`config.mk`:
```
export PLATFORM = sky130hd
export DESIGN_NAME = contador_dec_regressivo
export DESIGN_NICKNAME = d
export VERILOG_FILES = /design/src/rtl/contador_dec_regressivo.sv
export SDC_FILE = /design/constraint.sdc
export NUM_CORES = 1
export LEC_CHECK = 0
export CORE_ASPECT_RATIO = 0.75
export CORE_MARGIN = 10
export CORE_UTILIZATION = 45
export DETAILED_ROUTE_END_ITERATION = 12
export PLACE_DENSITY_LB_ADDON = 0.08
export REMOVE_ABC_BUFFERS = 1
export SETUP_SLACK_MARGIN = 0.05
export SLEW_MARGIN = 20
export SYNTH_ARGS = -nofsm -noshare
export SYNTH_HDL_FRONTEND = slang
export SYNTH_SLANG_ARGS = --single-unit
```
`constraint.sdc`:
```
create_clock -name CLK -period 1.73 [get_ports CLK]
set_clock_uncertainty 0.05 [all_clocks]
set_input_delay 0.173 -clock CLK [delete_from_list [all_inputs] [get_ports CLK]]
set_output_delay 0.173 -clock CLK [all_outputs]
set_load 0.02 [all_outputs]
```
`src/rtl/contador_dec_regressivo.sv`:
```
// rtl/contador_dec_regressivo.sv - multi-digit BCD down-counter with terminal count and auto-reload
module contador_dec_regressivo #(
  parameter int DIGITS = 2
) (
  input  logic                  CLK,
  input  logic                  RST_N,
  input  logic                  LOAD,
  input  logic [4*DIGITS-1:0]   LOAD_VAL,
  input  logic                  EN,
  input  logic                  MODE,
  output logic [4*DIGITS-1:0]   CNT,
  output logic                  ZERO,
  output logic                  TC,
  output logic                  ERR
);

  localparam int W = 4 * DIGITS;

  typedef enum logic [1:0] {
    IDLE = 2'd0,
    RUN  = 2'd1,
    DONE = 2'd2
  } state_t;

  state_t         state_q, state_d;
  logic [W-1:0]   cnt_q, cnt_d;
  logic [W-1:0]   reload_q, reload_d;
  logic           tc_q, tc_d;
  logic           err_q, err_d;

  logic [W-1:0]   cnt_dec;
  logic           load_ok;
  logic           borrow;

  always_comb begin
    load_ok = 1'b1;
    for (int i = 0; i < DIGITS; i++) begin
      if (LOAD_VAL[4*i +: 4] > 4'd9) begin
        load_ok = 1'b0;
      end
    end
  end

  // Borrow enters digit 0 and ripples upward; a digit at 0 wraps to 9 and passes it on.
  always_comb begin
    cnt_dec = cnt_q;
    borrow  = 1'b1;
    for (int i = 0; i < DIGITS; i++) begin
      if (borrow) begin
        if (cnt_q[4*i +: 4] == 4'd0) begin
          cnt_dec[4*i +: 4] = 4'd9;
        end else begin
          cnt_dec[4*i +: 4] = cnt_q[4*i +: 4] - 4'd1;
          borrow            = 1'b0;
        end
      end
    end
  end

  always_comb begin
    state_d  = state_q;
    cnt_d    = cnt_q;
    reload_d = reload_q;
    tc_d     = 1'b0;
    err_d    = err_q;

    if (LOAD) begin
      if (load_ok) begin
        cnt_d    = LOAD_VAL;
        reload_d = LOAD_VAL;
        err_d    = 1'b0;
        state_d  = (LOAD_VAL != '0) ? RUN : DONE;
      end else begin
        err_d    = 1'b1;
      end
    end else begin
      unique case (state_q)
        IDLE: begin
        end
        RUN: begin
          if (EN) begin
            if (cnt_q != '0) begin
              cnt_d = cnt_dec;
              if (cnt_dec == '0) begin
                tc_d = 1'b1;
                if (!MODE) begin
                  state_d = DONE;
                end
              end
            end else if (MODE) begin
              cnt_d = reload_q;
            end else begin
              state_d = DONE;
            end
          end
        end
        DONE: begin
        end
        default: begin
          state_d = IDLE;
        end
      endcase
    end
  end

  always_ff @(posedge CLK or negedge RST_N) begin
    if (!RST_N) begin
      state_q  <= IDLE;
      cnt_q    <= '0;
      reload_q <= '0;
      tc_q     <= 1'b0;
      err_q    <= 1'b0;
    end else begin
      state_q  <= state_d;
      cnt_q    <= cnt_d;
      reload_q <= reload_d;
      tc_q     <= tc_d;
      err_q    <= err_d;
    end
  end

  assign CNT  = cnt_q;
  assign ZERO = (cnt_q == '0);
  assign TC   = tc_q;
  assign ERR  = err_q;

endmodule

```
==> results of run 1 <==
state kept, by name, summed over array words and instances (netlist names):
signal    cells
reload_q      8
TC            1
state_q       2
CNT           8
ERR           1
worst paths after layout:
kind                                   from  slack (ns)  depth (start not counted)          end
worst max register to register       CNT[4]       -0.28                          6       CNT[4]
max in group asynchronous             RST_N        1.28                          2   state_q[0]
worst max-delay path                 CNT[4]       -0.28                          6       CNT[4]
worst min register to register  reload_q[6]        0.44                          2  reload_q[6]
worst min-delay path                  RST_N        0.13                          2       CNT[5]
min in group CLK                LOAD_VAL[4]        0.43                          3  reload_q[4]
stage by stage:
| step | TNS, ns | cells | worst slack (ns) | area [µm²] |
|---|---|---|---|---|
| global route | -2.87 | 219 | -0.327 | 1780 |
| finish | -2.39 | 219 | -0.284 | 1780 |
| detailed placement | -2.54 | 213 | -0.299 | 1640 |
| global placement | -2.18 | 213 | -0.284 | 1640 |
| CTS | -2.09 | 218 | -0.261 | 1740 |
| floorplan | -1.63 | 123 | -0.258 | 1120 |
synthesized netlist by cell type, types with 3 or more instances:
cell type / instances
a21oi_1: 6
clkbuf_1: 3
dfrtp_1: 20
inv_1: 6
nand2_1: 23
nand3_1: 3
nor2_1: 10
nor3_1: 6
nor4_1: 3
o211ai_1: 3
o21ai_0: 8
o21ai_1: 3
o22ai_1: 3
critical path, cell delays in order (launching register included):
cell,delay (ns)
dfrtp_1,0.41
or4_4,0.56
buf_6,0.15
o311ai_4,0.28
nand2_2,0.12
buf_6,0.14
a22o_1,0.20
cell families after synthesis:
kind of cell,synth area share
simple gates,0.239
compound gates,0.255
flops,0.431
buf+inv,0.0518
mux,0.0226
metal layers:
layer / share of wire / wire length (µm) / track usage / vias to the layer above
met3: 0.081 / 308 / 0.0391 / 12
met5: 0 / 0 / 0 / -
met2: 0.47 / 1770 / 0.252 / 76
met4: 0.021 / 80 / 0.0357 / 0
li1: - / - / - / 588
met1: 0.43 / 1650 / 0.197 / 609
power by group:
part	switching, µW	internal (µW)	total, µW
Clock	153	234	387
Sequential	73.6	579	653
Combinational	589	551	1140
Total	815	1360	2180
final cells by class:
type | count | area (µm²)
Tap cell | 34 | 42.5
Multi-Input combinational cell | 97 | 654
Fill cell | 194 | 601
Inverter | 6 | 22.5
Clock inverter | 1 | 30.0
Clock buffer | 3 | 22.5
Sequential cell | 20 | 500
Timing Repair Buffer | 58 | 510
timing repair:
item	CTS	global route
setup buffers	1	1
pin swaps	9	7
setup endpoints to repair	13	18
gates resized for setup	17	11
==> flow_summary.toml, run 1 <==
[power_and_ir_drop]
p_leak_uw = 0.000862
p_per_area_mw_per_mm2 = 1220
vdd_drop_max_mv = 1.02
report.power.total_uw = 2180

[yosys]
synth_edf_count = 0
yosysUniqueCellTypes = 39
syn_inst = 129
postSynth.asyncResetShare = 1.00
yosysWarnings = 0
synth.yosys.seq_area_share = 0.431
synth.cell_area_mm2 = 0.00116
synth_area_leaders = "dfrtp_1 (43%), nand2_1 (7.4%), o21ai_0 (3.5%), nor2_1 (3.2%), a21oi_1 (2.6%)"
synth_area_leader_cell = "dfrtp_1"
syn_area_per_cell_um2 = 8.99
synth_top_area_frac = 0.431
ys.flop_type = "dfrtp_1"
synth_seq_cells = 20

[timing]
setup_viol = 11
hold_ws_ns = 0.133
worst_slack_ns = -0.284
finalCriticalPeriod_ns = 2.01
max_freq_ghz = 0.497
grt_setup_unrepaired = "yes"
final_max_slew_viol_count = 0
period_share = 1.16
relSlewSlack = 0.777
hold_viol_final = 0
tightest_slew_ns = 0.331

[global_route]
antenna_found_initial = 0
grt_pass1_vias = 1241
grt_pass1_wl_um = 6320
track_usage = 0.154
grt_start_max_net_pins = 23
grt_overflow = 0

[routing]
dr.pass1.iters = 4
vias = 1285
drt-wirelength-per-cell_um = 17.4
via_per_inst = 5.87
ant_nets = 0
drt_iter0_drc = 129
drc = 0
totalWireLength_um = 3810

[floorplanning]
io_pins = 24
rows = 15
die_x_um = 78.6
die_h_um = 64.0
core_area_mm2 = 0.00238
die_area_mm2 = 0.00503
start_util = 0.487

[worst_setup_path]
required_ns = 1.89
end_kind = "register"
cp-start-kind = "register"
path_max_fanout = 4
critical_path_class = "reg -> reg"
worst_ep_arrival_time_ns = 2.18

[finish]
postLayoutCoreUtil = 0.748
synthToLayoutAreaGrowth_pct = 53.7
antennaDiodeCount = 0
drive_above_1_share = 0.319
mostFrequentLayoutCell = "buf_4"
layout_common_cells = "buf_4 (33), nand2_1 (23), dfrtp_1 (20), clkdlybuf4s50_1 (14), nor2_1 (8)"
nNetsFinal = 199

[clock_network]
cts_sinks = 20
path_clk_slew_ns = 0.12
htree_num_levels = 1
clk_latency_ns = 0.31
hold_buffers = 0
clockRootBuffer = "clkbuf_4"
cts_buffer_depth = 2
cts_tree = "built"
cts_made_buffers = 3

[place]
dp_hpwl_um = 2830
io_buffers = 23
gp_congestion = 0.884

[min_path]
hp-class = "in -> async"

[job]
maxCapViolCount = 0

[outcome]
status = "finished with violations"
violations = "negative setup slack"
Note: power is estimated with default switching activity, not from simulation.
==> run 2: changes to the inputs <==
--- a/config.mk
+++ b/config.mk
@@ -7,8 +7,9 @@
 export LEC_CHECK = 0
 export CORE_ASPECT_RATIO = 0.75
 export CORE_MARGIN = 10
-export CORE_UTILIZATION = 45
+export CORE_UTILIZATION = 47
 export DETAILED_ROUTE_END_ITERATION = 12
+export GPL_ROUTABILITY_DRIVEN = 0
 export PLACE_DENSITY_LB_ADDON = 0.08
 export REMOVE_ABC_BUFFERS = 1
 export SETUP_SLACK_MARGIN = 0.05
==> constraint.sdc (replaced) <==
create_clock -name CLK -period 2.5 [get_ports CLK]
set_clock_uncertainty 0.05 [all_clocks]
set_input_delay 0.25 -clock CLK [delete_from_list [all_inputs] [get_ports CLK]]
set_output_delay 0.25 -clock CLK [all_outputs]
set_load 0.02 [all_outputs]
==> run 2 against run 1 <==
  * The run now ends clean
  * Critical endpoint is now ZERO
  * Die area decreased by 3.1%
  * Register-to-register slack improved by 0.74 ns
  * Global-route usage decreased by 1.4 points
==> flow_summary.toml, run 2 (synthesized netlist as in run 1, its figures left out) <==
[timing]
finalSetupTns_ns = 0
grt_setup_unrepaired = "no"
hold_viol_final = 0
setup_viol = 0
tightest_slew_ns = 0.448
period_share = 0.893
worst_slack_ns = 0.266
max_freq_ghz = 0.448
relSlewSlack = 0.700
finalCriticalPeriod_ns = 2.23
final_max_slew_viol_count = 0

[routing]
vias = 1138
via_per_inst = 5.99
totalWireLength_um = 3310
ant_nets = 0
drc = 0
drt-wirelength-per-cell_um = 17.4
drt_iter0_drc = 130
dr.pass1.iters = 4

[worst_setup_path]
critPathMaxStageDelay_ns = 0.63
critical_path_class = "reg -> out"
worst_ep_arrival_time_ns = 1.93
cp_cell_sequence = "or4_4, nor2_1, dlygate4sd2_1"
cp-start-kind = "register"
reg2reg_depth = 4
r2r-end = "CNT[1]"
reg2reg_slack_ns = 0.46
crit_slowest_cell = "or4_4"
r2r_start = "CNT[1]"
required_ns = 2.20
end_kind = "primary output"
path_max_fanout = 8

[power_and_ir_drop]
p_leak_uw = 0.000632
p_per_area_mw_per_mm2 = 814
vdd_drop_max_mv = 0.370

[place]
dp_slack_ns = 0.324
dp_hpwl_um = 2450
io_buffers = 23

[clock_network]
clockRootBuffer = "clkbuf_4"
cts_tree = "built"
cts_buffer_depth = 2
clk_latency_ns = 0.31
path_clk_slew_ns = 0.11
cts_sinks = 20
cts_made_buffers = 3
hold_buffers = 0
htree_num_levels = 1

[finish]
postLayoutCoreUtil = 0.631
mostFrequentLayoutCell = "nand2_1"
drive_above_1_share = 0.128
antennaDiodeCount = 0
nNetsFinal = 171
synthToLayoutAreaGrowth_pct = 26.6
fill_cells = 227
layout_common_cells = "nand2_1 (23), clkdlybuf4s50_1 (22), dfrtp_1 (20), nor2_1 (10), o21ai_0 (8)"

[global_route]
antenna_found_initial = 0
grt.met3_usage = 0.0503
grt_pass1_vias = 1134
use_met2 = 0.213
grt_overflow = 0
grt_start_max_net_pins = 23
track_usage = 0.140
grtUsageMet1 = 0.174
grt_pass1_wl_um = 5580
grt.busiest_layer = "met2"

[floorplanning]
core_area_mm2 = 0.00233
die_h_um = 63.0
die_area_mm2 = 0.00488
rows = 15
io_pins = 24
die_x_um = 77.4
start_util = 0.498

[min_path]
hp-class = "in -> async"

[outcome]
status = "complete, no violations"

[job]
maxCapViolCount = 0
[run 2: final cells by class]
class / count / area [µm²] / share of cell area
repair buffers: 30 / 282 / 0.192
clock buffers: 3 / 22.5 / 0.0153
flip-flops and latches: 20 / 500 / 0.341
multi-input cells: 97 / 599 / 0.408
inverters: 6 / 22.5 / 0.0153
well taps: 34 / 42.5 / 0.0290
[run 2: worst max-delay path by stage]
| stage | startpoint | endpoint | slack [ns] | depth (start not counted) |
|---|---|---|---|---|
| 4_1_cts | CNT[1] | ZERO | 0.25 | 3 |
| 6_report | CNT[1] | ZERO | 0.27 | 3 |
| 5_1_grt | CNT[1] | ZERO | 0.17 | 3 |
| 3_5_place_dp | CNT[1] | ZERO | 0.32 | 3 |
| 3_3_place_gp | CNT[1] | ZERO | 0.34 | 3 |
| 2_1_floorplan | CNT[1] | CNT[1] | 0.51 | 4 |
[run 2: what timing repair did]
item / CTS / global route
buffers inserted: 0 / 0
gates resized for setup: 1 / 0
endpoints found under the setup margin: 1 / 0
[run 2: worst max-delay path: cells and delay by family (launching register included)]
kind,cells,cell delay [ns]
AND/OR/NAND/NOR,2,0.79
buffers and inverters,1,0.36
flip-flops,1,0.47
[run 2: layer usage]
metal	wire length (µm)	part of all wire
met1	1500	0.45
met2	1540	0.47
met3	239	0.072
met4	24	0.0073
met5	0	0
[run 2: report_power, final]
part	switching (µW)	internal, µW	leakage, µW
Sequential	97.1	401	0.000248
Combinational	286	254	0.000371
Clock	101	56.4	0.0000138
Total	485	710	0.000632
[run 2: through the flow]
step	power [µW]	hold WS, ns	area, µm²	cells
CTS	1200	0.223	1470	190
global placement	1030	0.412	1450	187
global route	1280	0.238	1470	190
floorplan	783	-0.0956	1120	123
finish	1200	0.226	1470	190
detailed placement	1040	0.416	1450	187
==> run 3: changes to the inputs <==
--- a/config.mk
+++ b/config.mk
@@ -8,12 +8,13 @@
 export CORE_ASPECT_RATIO = 0.75
 export CORE_MARGIN = 10
 export CORE_UTILIZATION = 47
+export CTS_BUF_LIST = sky130_fd_sc_hd__clkbuf_8
 export DETAILED_ROUTE_END_ITERATION = 12
+export DONT_BUFFER_PORTS = 1
 export GPL_ROUTABILITY_DRIVEN = 0
 export PLACE_DENSITY_LB_ADDON = 0.08
 export REMOVE_ABC_BUFFERS = 1
 export SETUP_SLACK_MARGIN = 0.05
-export SLEW_MARGIN = 20
 export SYNTH_ARGS = -nofsm -noshare
 export SYNTH_HDL_FRONTEND = slang
 export SYNTH_SLANG_ARGS = --single-unit
==> run 3 against run 2 <==
  * Sequential power is 12% higher
  * Combinational power is 36% lower
  * First-iteration DRC count is 8.5% higher
  * Largest power group is now registers
  * Clock power is 65% higher
  * Setup slack better by 0.071 ns
  * Flip-flop and latch count stayed put
==> flow_summary.toml, run 3 (synthesized netlist as in run 1, its figures left out) <==
[routing]
ant_nets = 0
dr.pass1.iters = 4
drt-wirelength-per-cell_um = 19.0
drc = 0
totalWireLength_um = 3170
vias = 1004
drt_iter0_drc = 141
via_per_inst = 6.01

[worst_setup_path]
end_kind = "primary output"
worst_ep_arrival_time_ns = 1.86
path_max_fanout = 8
cp-start-kind = "register"
critPathMaxStageDelay_ns = 0.66
required_ns = 2.20
r2r_start = "CNT[1]"
critical_path_class = "reg -> out"
crit_slowest_cell = "or4_4"
cp_cell_sequence = "or4_4, nor2_1"
critPathLaunch = "CNT[1]"
reg2reg_depth = 4

[timing]
relSlewSlack = 0.398
max_freq_ghz = 0.462
final_max_slew_viol_count = 0
period_share = 0.865
tightest_slew_ns = 0.901
finalCriticalPeriod_ns = 2.16
grt_setup_unrepaired = "no"
hold_viol_final = 0
setup_viol = 0
finalSetupTns_ns = 0

[floorplanning]
rows = 15
io_pins = 24
core_area_mm2 = 0.00233
die_x_um = 77.4
die_h_um = 63.0
start_util = 0.498
die_area_mm2 = 0.00488

[finish]
antennaDiodeCount = 0
synthToLayoutAreaGrowth_pct = 9.28
layout_common_cells = "nand2_1 (23), dfrtp_1 (20), nor2_1 (10), o21ai_0 (8)"
mostFrequentLayoutCell = "nand2_1"
drive_above_1_share = 0.143
nNetsFinal = 147
fill_cells = 238

[global_route]
grt_overflow = 0
grt_start_max_net_pins = 24
grt_pass1_vias = 1008
antenna_found_initial = 0
grt_pass1_wl_um = 5270
track_usage = 0.135

[place]
io_buffers = 0
dp_hpwl_um = 2340

[clock_network]
cts_buffer_depth = 2
cts_made_buffers = 3
clockRootBuffer = "clkbuf_8"
clk_latency_ns = 0.27
htree_num_levels = 1
path_clk_slew_ns = 0.08
cts_sinks = 20
post_cts_buffers = 0
cts_tree = "built"

[min_path]
hp-start = "LOAD_VAL[0]"
hold-path-cell-count = 2
hp-class = "in -> reg"

[power_and_ir_drop]
vdd_drop_max_mv = 0.407
report.power.total_uw = 1170
p_per_area_mw_per_mm2 = 920
p_leak_uw = 0.000548

[job]
maxCapViolCount = 0

[outcome]
status = "complete, no violations"
-- run 3: layout make-up --
class | count | area [µm²] | area share
Inverter | 6 | 22.5 | 0.0178
Sequential cell | 20 | 500 | 0.395
Multi-Input combinational cell | 97 | 599 | 0.473
Tap cell | 34 | 42.5 | 0.0336
Timing Repair Buffer | 6 | 47.5 | 0.0375
Clock buffer | 4 | 55.1 | 0.0434
-- run 3: what timing repair did --
item / in CTS / in global routing
hold buffers: 1 / 0
hold endpoints to repair: 20 / 0
gates resized for setup: 0 / 0
-- run 3: where the power goes --
group	total [µW]	leakage (µW)	internal (µW)	switching, µW
clock network	261	0.0000288	141	120
logic	347	0.000272	155	192
registers	558	0.000248	399	158
-- run 3: metal layers --
metal | global-route usage | wire length, µm
met1 | 0.177 | 1370
met2 | 0.191 | 1380
met3 | 0.0560 | 356
met4 | 0.0477 | 56
met5 | 0 | 0
-- run 3: path summary, 6_finish.rpt --
| path | to | slack (ns) |
|---|---|---|
| setup / recovery | ZERO | 0.34 |
| max in group asynchronous | TC | 1.35 |
| hold reg to reg | reload_q[6] | 0.44 |
| min in group asynchronous | reload_q[4] | 0.50 |
| setup reg to reg | CNT[1] | 0.40 |
| hold / removal | reload_q[0] | 0.03 |
-- run 3: through the flow --
stage	util	std cells	hold slack (ns)	setup WS (ns)	instance area, µm²
2_1_floorplan	-	123	-0.0956	0.512	1120
4_1_cts	0.545	167	0.0282	0.327	1270
3_3_place_gp	0.517	162	-0.0948	0.452	1200
3_5_place_dp	0.517	162	-0.0948	0.422	1200
5_1_grt	0.545	167	0.0297	0.276	1270
6_report	0.545	167	0.0264	0.337	1270
-- run 3: critical path, delay by kind of cell, from the launching register on --
kind,cells,cell delay (ns)
flip-flops,1,0.53
AND/OR/NAND/NOR,2,1.07
